$ cat config.mk
export PLATFORM = sky130hd
export DESIGN_NAME = uart_rx_core
export DESIGN_NICKNAME = d
export VERILOG_FILES = /design/src/rtl/uart_pkg.sv /design/src/rtl/uart_rx_tickgen.sv /design/src/rtl/uart_rx_core.sv
export SDC_FILE = /design/constraint.sdc
export NUM_CORES = 1
export LEC_CHECK = 0
export BUFFER_PORTS_ARGS = -buffer_cell sky130_fd_sc_hd__buf_2
export CELL_PAD_IN_SITES_DETAIL_PLACEMENT = 0
export CELL_PAD_IN_SITES_GLOBAL_PLACEMENT = 2
export CORE_MARGIN = 5
export CORE_UTILIZATION = 36
export CTS_CLUSTER_DIAMETER = 40
export CTS_CLUSTER_SIZE = 28
export DETAILED_ROUTE_END_ITERATION = 8
export PLACE_DENSITY_LB_ADDON = 0.1
export SLEW_MARGIN = 20
export SYNTH_ARGS = -nofsm -noshare
export SYNTH_HDL_FRONTEND = slang
export SYNTH_SLANG_ARGS = --single-unit
$ cat constraint.sdc
create_clock -name clock -period 2.32 [get_ports clock]
set_clock_uncertainty 0.2 [all_clocks]
set_input_delay 0.232 -clock clock [delete_from_list [all_inputs] [get_ports clock]]
set_output_delay 0.232 -clock clock [all_outputs]
set_load 0.01 [all_outputs]
$ cat src/rtl/uart_pkg.sv
// Shared types and constants for the UART receiver: FSM states,
// parity_type encodings and error_flag bit positions.
package uart_pkg;

    typedef enum logic [2:0] {
        ST_IDLE,
        ST_START,
        ST_DATA,
        ST_PARITY,
        ST_STOP1,
        ST_STOP2
    } rx_state_t;

    // parity_type encodings; 2'b00 and 2'b11 both mean no parity bit
    localparam logic [1:0] PAR_ODD  = 2'b01;
    localparam logic [1:0] PAR_EVEN = 2'b10;

    // error_flag bit positions
    localparam int ERR_PARITY  = 0;
    localparam int ERR_START   = 1;
    localparam int ERR_STOP    = 2;
    localparam int ERR_OVERRUN = 3;

    // 2-of-3 vote used when majority sampling is built in
    function automatic logic maj3(input logic a, input logic b, input logic c);
        return (a & b) | (a & c) | (b & c);
    endfunction

endpackage

$ cat src/rtl/uart_rx_tickgen.sv
// Oversample tick generator: a down-counter reloaded with i_div, giving a
// one-clock tick every i_div+1 clocks. i_restart reloads the counter so
// the tick phase is aligned to the detected start edge.
module uart_rx_tickgen #(
    parameter int DIV_W = 16
) (
    input  logic             clock,
    input  logic             reset_n,
    input  logic             i_restart,
    input  logic [DIV_W-1:0] i_div,
    output logic             o_tick
);
    logic [DIV_W-1:0] r_cnt;

    // count down, reload on terminal count or restart
    always_ff @(posedge clock or negedge reset_n) begin
        if (!reset_n) begin
            r_cnt <= '0;
        end else if (i_restart || (r_cnt == '0)) begin
            r_cnt <= i_div;
        end else begin
            r_cnt <= r_cnt - DIV_W'(1);
        end
    end

    assign o_tick = (r_cnt == '0) && !i_restart;
endmodule

$ cat src/rtl/uart_rx_core.sv
// UART receiver core: synchronised serial input, oversampled bit recovery,
// optional parity, one or two stop bits, valid/ready output with overrun.
// Build option: UART_RX_MAJORITY_EN selects a 2-of-3 vote over the samples
// either side of each bit centre instead of a single centre sample.
//
// state     | meaning
// ----------+------------------------------------------------------
// ST_IDLE   | line idle, waiting for a synchronised falling edge
// ST_START  | checking the start bit at its centre (false start -> idle)
// ST_DATA   | shifting in DATA_W data bits, LSB first
// ST_PARITY | checking the parity bit (skipped when parity is none)
// ST_STOP1  | checking the first stop bit
// ST_STOP2  | checking the second stop bit (two-stop-bit frames only)
module uart_rx_core
    import uart_pkg::*;
#(
    parameter int DATA_W = 8,
    parameter int OSR    = 16,
    parameter int DIV_W  = 16
) (
    input  logic              clock,
    input  logic              reset_n,
    input  logic              data_rx,
    input  logic [DIV_W-1:0]  baud_div,
    input  logic [1:0]        parity_type,
    input  logic              stop_bits,
    input  logic              data_ready,
    output logic [DATA_W-1:0] data_out,
    output logic              data_valid,
    output logic              active_flag,
    output logic [3:0]        error_flag
);
    localparam int OS_W = $clog2(OSR);
    localparam int BC_W = $clog2(DATA_W);

    logic              r_rx_meta, r_rx_sync, r_rx_prev;
    logic [1:0]        r_settle;
    rx_state_t         r_state;
    logic [DIV_W-1:0]  r_div;
    logic [1:0]        r_par;
    logic              r_stop2;
    logic [OS_W-1:0]   r_os;
    logic [BC_W-1:0]   r_bit_cnt;
    logic [DATA_W-1:0] r_shift;
    logic              r_smp_b;
    logic              r_perr, r_serr, r_brk;
    logic              r_active, r_err_start, r_done;
    logic [DATA_W-1:0] r_data_out;
    logic              r_valid, r_out_perr, r_out_serr, r_ovr;
`ifdef UART_RX_MAJORITY_EN
    logic              r_smp_a;
`endif

    logic              w_fall, w_restart, w_tick, w_dec, w_bit;
    logic              w_par_en, w_par_exp, w_frame_perr;
    logic [DIV_W-1:0]  w_div;

    // two-flop synchroniser plus edge-detect history; r_settle masks the
    // edge detector until the chain holds real line values after reset
    always_ff @(posedge clock or negedge reset_n) begin
        if (!reset_n) begin
            r_rx_meta <= 1'b1;
            r_rx_sync <= 1'b1;
            r_rx_prev <= 1'b1;
            r_settle  <= 2'd0;
        end else begin
            r_rx_meta <= data_rx;
            r_rx_sync <= r_rx_meta;
            r_rx_prev <= r_rx_sync;
            if (r_settle != 2'd3) r_settle <= r_settle + 2'd1;
        end
    end

    assign w_fall    = (r_settle == 2'd3) && r_rx_prev && !r_rx_sync;
    assign w_restart = (r_state == ST_IDLE) && w_fall;
    assign w_div     = w_restart ? baud_div : r_div;

    uart_rx_tickgen #(.DIV_W(DIV_W)) u_tickgen (
        .clock     (clock),
        .reset_n   (reset_n),
        .i_restart (w_restart),
        .i_div     (w_div),
        .o_tick    (w_tick)
    );

    // r_os starts at OSR/2 so every bit centre is the tick with r_os==OSR-1;
    // the bit is resolved one tick later in both builds so timing matches
    assign w_dec = w_tick && (r_os == '0) && (r_state != ST_IDLE);
`ifdef UART_RX_MAJORITY_EN
    assign w_bit = maj3(r_smp_a, r_smp_b, r_rx_sync);
`else
    assign w_bit = r_smp_b;
`endif
    assign w_par_en     = (r_par == PAR_ODD) || (r_par == PAR_EVEN);
    assign w_par_exp    = (^r_shift) ^ (r_par == PAR_ODD);
    // a break (all-zero frame with low stop) reports only the stop error
    assign w_frame_perr = r_perr && !(r_brk && r_serr);

    // frame FSM with sample capture and registered status outputs
    always_ff @(posedge clock or negedge reset_n) begin
        if (!reset_n) begin
            r_state     <= ST_IDLE;
            r_div       <= '0;
            r_par       <= 2'b00;
            r_stop2     <= 1'b0;
            r_os        <= '0;
            r_bit_cnt   <= '0;
            r_shift     <= '0;
            r_smp_b     <= 1'b1;
`ifdef UART_RX_MAJORITY_EN
            r_smp_a     <= 1'b1;
`endif
            r_perr      <= 1'b0;
            r_serr      <= 1'b0;
            r_brk       <= 1'b0;
            r_active    <= 1'b0;
            r_err_start <= 1'b0;
            r_done      <= 1'b0;
        end else begin
            r_err_start <= 1'b0;
            r_done      <= 1'b0;
            if (w_tick && (r_state != ST_IDLE)) begin
                r_os <= (r_os == OS_W'(OSR - 1)) ? '0 : r_os + OS_W'(1);
`ifdef UART_RX_MAJORITY_EN
                if (r_os == OS_W'(OSR - 2)) r_smp_a <= r_rx_sync;
`endif
                if (r_os == OS_W'(OSR - 1)) r_smp_b <= r_rx_sync;
            end
            case (r_state)
                ST_IDLE: begin
                    if (w_fall) begin
                        r_state   <= ST_START;
                        r_active  <= 1'b1;
                        r_div     <= baud_div;
                        r_par     <= parity_type;
                        r_stop2   <= stop_bits;
                        r_os      <= OS_W'(OSR / 2);
                        r_bit_cnt <= '0;
                        r_perr    <= 1'b0;
                        r_serr    <= 1'b0;
                        r_brk     <= 1'b1;
                    end
                end
                ST_START: begin
                    if (w_dec) begin
                        if (w_bit) begin
                            r_state     <= ST_IDLE;
                            r_active    <= 1'b0;
                            r_err_start <= 1'b1;
                        end else begin
                            r_state <= ST_DATA;
                        end
                    end
                end
                ST_DATA: begin
                    if (w_dec) begin
                        r_shift   <= {w_bit, r_shift[DATA_W-1:1]};
                        r_brk     <= r_brk & ~w_bit;
                        r_bit_cnt <= r_bit_cnt + BC_W'(1);
                        if (r_bit_cnt == BC_W'(DATA_W - 1))
                            r_state <= w_par_en ? ST_PARITY : ST_STOP1;
                    end
                end
                ST_PARITY: begin
                    if (w_dec) begin
                        r_perr  <= (w_bit != w_par_exp);
                        r_brk   <= r_brk & ~w_bit;
                        r_state <= ST_STOP1;
                    end
                end
                ST_STOP1: begin
                    if (w_dec) begin
                        r_serr <= ~w_bit;
                        if (r_stop2) begin
                            r_state <= ST_STOP2;
                        end else begin
                            r_state  <= ST_IDLE;
                            r_active <= 1'b0;
                            r_done   <= 1'b1;
                        end
                    end
                end
                ST_STOP2: begin
                    if (w_dec) begin
                        r_serr   <= r_serr | ~w_bit;
                        r_state  <= ST_IDLE;
                        r_active <= 1'b0;
                        r_done   <= 1'b1;
                    end
                end
                default: begin
                    r_state  <= ST_IDLE;
                    r_active <= 1'b0;
                end
            endcase
        end
    end

    // output holding register: load on completion unless the previous word
    // is still unaccepted, in which case flag overrun and keep the old word
    always_ff @(posedge clock or negedge reset_n) begin
        if (!reset_n) begin
            r_data_out <= '0;
            r_valid    <= 1'b0;
            r_out_perr <= 1'b0;
            r_out_serr <= 1'b0;
            r_ovr      <= 1'b0;
        end else if (r_done && (!r_valid || data_ready)) begin
            r_data_out <= r_shift;
            r_out_perr <= w_frame_perr;
            r_out_serr <= r_serr;
            r_valid    <= 1'b1;
            r_ovr      <= 1'b0;
        end else if (r_done) begin
            r_ovr <= 1'b1;
        end else if (r_valid && data_ready) begin
            r_valid <= 1'b0;
            r_ovr   <= 1'b0;
        end
    end

    // error_flag bit assembly
    always_comb begin
        error_flag              = 4'b0000;
        error_flag[ERR_PARITY]  = r_out_perr;
        error_flag[ERR_START]   = r_err_start;
        error_flag[ERR_STOP]    = r_out_serr;
        error_flag[ERR_OVERRUN] = r_ovr;
    end

    assign data_out    = r_data_out;
    assign data_valid  = r_valid;
    assign active_flag = r_active;
endmodule

==> out/qor.csv <==
stage;metric;value;unit
pwr;combinational power share;0.254;
timing;Max-slew headroom;0.706;
layout;# diodes;0;
timing;Slew Viols, Final;0;
synth;Synth Area in Simple Gates;0.123;
synth;cell taking the most area after synthesis;dfrtp_1;
global_route;met1 Track Usage GR;0.168;
detailed_routing;DR WL/cell;14.2;um
synth;Synth Area in Compound Gates;0.0612;
critical_path;Worst Path Arrival;2.29;ns
critical_path;Required @ worst endpoint;2.37;ns
clock_network;Reg clk slew, reported paths;0.10;ns
run_status;status;finished clean;
synth;synth unique cells;45;
floorplanning;row count;36;
placed_design;placed cells;474;
detailed_routing;DR pass1 iterations;4;
clock_network;Num CTS Buffers;9;
synth;Main synth FF type;dfrtp_1;
flow_run;max cap viols;0;
global_route;busiest layer in global routing;met2;
timing;Setup TNS;0;ns
placed_design;DPL Wire Length;5.01;mm
floorplanning;Die ar.;0.0123;sq mm
critical_path;cells along the critical path;inv_2 > ha_1 > nor3b_4 > nand4_1 > nor4_4 > buf_4 > clkbuf_16 > mux2_2;
placed_design;Final Wtd Congestion;0.746;
floorplanning;# IOs;37;
timing;final setup fails;0;
clock_network;CTS sink count;77;
pwr;maximum vdd drop;0.000380;V
detailed_routing;Routed Antenna Nets;0;
synth;xor/xnor cell area share of the yosys netlist;0.0574;
detailed_routing;routed wire length;7.41;mm
synth;largest family of logic cells by synthesized area;multiplexers;
layout;Fillers;945;
pwr;Internal;2620;uW
layout;P&R area growth vs syn;25.8;%
global_route;total track usage;0.129;
timing;crit path time final;2.25;ns
clock_network;Clock Tree Root;clkbuf_8;
pwr;leakage power;0.00212;uW
layout;Cell Count, Final, Fillers Out;522;
detailed_routing;DRC viols;0;
synth;syn nets;335;
worst_hold_path;hold crit path type;input pin to asynchronous set/reset pin;
synth;ys async rst share;1.00;
critical_path;Slowest cell on crit path;dfrtp_1;
global_route;grt met2 use;0.209;
layout;share of layout cells above drive strength 1;0.360;
critical_path;critical path type;register to register;
synth;Post-Syn Area;0.00366;sq mm
clock_network;H-tree levels;3;
pwr;Clock power frac;0.250;
synth;cells after synthesis;304;
pwr;Switch Pwr;1220;uW
detailed_routing;1st-iter DRT viols;49;
clock_network;CTS tree;built;
clock_network;Longest Clk Path Bufs;2;
floorplanning;Core ar.;0.00986;sq mm
timing;Period Utilization, post-route;0.968;
global_route;Overflow after GRT;0;
placed_design;port bufs;36;
detailed_routing;vias per cell;4.67;
synth;Yosys top cell area share;0.499;
timing;Worst Tran Pin Value;0.439;ns
pwr;power density cells;833;mW/mm^2
critical_path;Worst setup EP type;register;
critical_path;Max stage delay on crit path;0.41;ns
timing;Hold WS;0.144;ns
floorplanning;Chip Width;111;um
synth;EDFF count, synth;0;
synth;synth top area cells;dfrtp_1 50%, mux2_2 14%, xnor2_1 3.6%, dfstp_2 2.9%, ha_1 2.7%;
pwr;Sw Ratio;0.317;
timing;Max Freq;445;MHz
critical_path;Critical Path Start Type;register;
global_route;initial antenna violation count;0;
synth;post-synthesis register bit count;77;
synth;adder and majority gate portion of the synthesized area;0.0274;
timing;final-report hold violation count;0;
floorplanning;chip height;111;um
timing;RSZ-0062 raised after global routing;false;
global_route;largest net degree at the start of global routing;49;
global_route;first-pass GRT wire length;12.9;mm
synth;mux contribution to synthesized area;0.161;
synth;synthesized area per cell;12.0;sq um
floorplanning;starting density of the core;0.371;
pwr;sequential group share of total power;0.496;
synth;Ys Warns;0;
clock_network;worst-skew pair later-pin latency;0.35;ns
global_route;vias in the first global route;2623;
synth;post-synthesis sequential area ratio;0.528;
global_route;GRT met3 Usage;0.0344;
layout;nets;415;
critical_path;CP max FO;5;
synth;most frequent cells after synthesis;73 x dfrtp_1, 44 x mux2_2, 24 x nand2_1, 15 x xnor2_1;
synth;count leader, synth;dfrtp_1;
detailed_routing;via count;2440;
==> power by group through the flow <==
stage,registers [uW],logic (uW),clock network [uW]
finish,1900,975,959
global route,1950,1110,1080
CTS,1900,978,999
detailed placement,1920,943,0
global placement,1910,925,0
floorplan,1870,693,0
==> per-layer routing <==
layer | up-vias | part of all wire
met4 | 0 | 0.012
li1 | 1215 | -
met2 | 39 | 0.48
met5 | - | 0
met1 | 1178 | 0.47
met3 | 8 | 0.035
==> kinds of logic (layout without fill, tap and decap cells) <==
logic type,after synthesis,count (layout)
AO/OA/AOI/OAI,34,34
adder cells (fa/ha/maj),8,8
XOR/XNOR,24,24
buffers and inverters,28,113
multiplexers,53,53
flip-flops,77,77
AND/OR/NAND/NOR,80,80
==> critical path, delay by kind of cell, from the launching register on <==
kind                     cells  cell delay (ns)
AND/OR/NAND/NOR              3             0.69
flip-flops                   1             0.41
buffers and inverters        3             0.38
multiplexers                 1             0.32
adder cells (fa/ha/maj)      1             0.14
==> stage by stage <==
| step | setup WS, ns | instance area [sq um] | power, uW | utilization |
|---|---|---|---|---|
| floorplan | 0.0964 | 3660 | 2560 | - |
| global placement | 0.0288 | 4060 | 2840 | 0.412 |
| detailed placement | 0.0368 | 4060 | 2860 | 0.412 |
| CTS | 0.0292 | 4470 | 3870 | 0.453 |
| global route | 0.000969 | 4610 | 4140 | 0.467 |
| finish | 0.0745 | 4610 | 3840 | 0.467 |
==> layout make-up <==
cell class	instances	area, sq um	area share
multi-input cells	199	1600	0.347
flip-flops and latches	77	1930	0.419
inverters	13	48.8	0.0106
well taps	133	166	0.0361
repair buffers	84	678	0.147
clock inverters	7	60.1	0.0130
clock buffers	9	124	0.0269
==> placed cells by master, fill, tap and decap left out, types with 11 or more instances in the layout <==
cell | Yosys | final
nand2_1 | 24 | 24
o21ai_0 | 12 | 12
inv_1 | 13 | 11
buf_4 | 6 | 21
dlygate4sd3_1 | 0 | 22
xnor2_1 | 15 | 15
nor2_1 | 13 | 13
dfrtp_1 | 73 | 73
mux2_2 | 44 | 44
buf_2 | 3 | 35
==> sequential cells by signal, indices dropped and copies added (netlist names), 2 cells and up <==
signal and count:
r_os 4, u_tickgen.r_cnt 16, r_state 3, r_div 16, r_settle 2, data_out 8, r_par 2, r_shift 8
r_bit_cnt 3
==> final timing paths <==
path	from	to	slack (ns)	cells after the start
min	reset_n	r_stop2$_DFFE_PN0P_	0.14	2
min in group clock	r_rx_meta$_DFF_PN1_	r_rx_sync$_DFF_PN1_	0.16	0
min reg2reg	r_rx_meta$_DFF_PN1_	r_rx_sync$_DFF_PN1_	0.16	0
max reg2reg	r_os[0]$_DFF_PN0_	r_shift[5]$_DFFE_PN0P_	0.07	8
max in group asynchronous	reset_n	u_tickgen.r_cnt[8]$_DFF_PN0_	1.16	3
max	r_os[0]$_DFF_PN0_	r_shift[5]$_DFFE_PN0P_	0.07	8
==> what timing repair did <==
item / CTS / global route
endpoints found under the hold margin: 54 / 0
resized for setup: 0 / 7
hold buffers: 22 / 0
endpoints found under the setup margin: 0 / 17
setup buffers: 0 / 9
(Power assumes the default switching activity.)
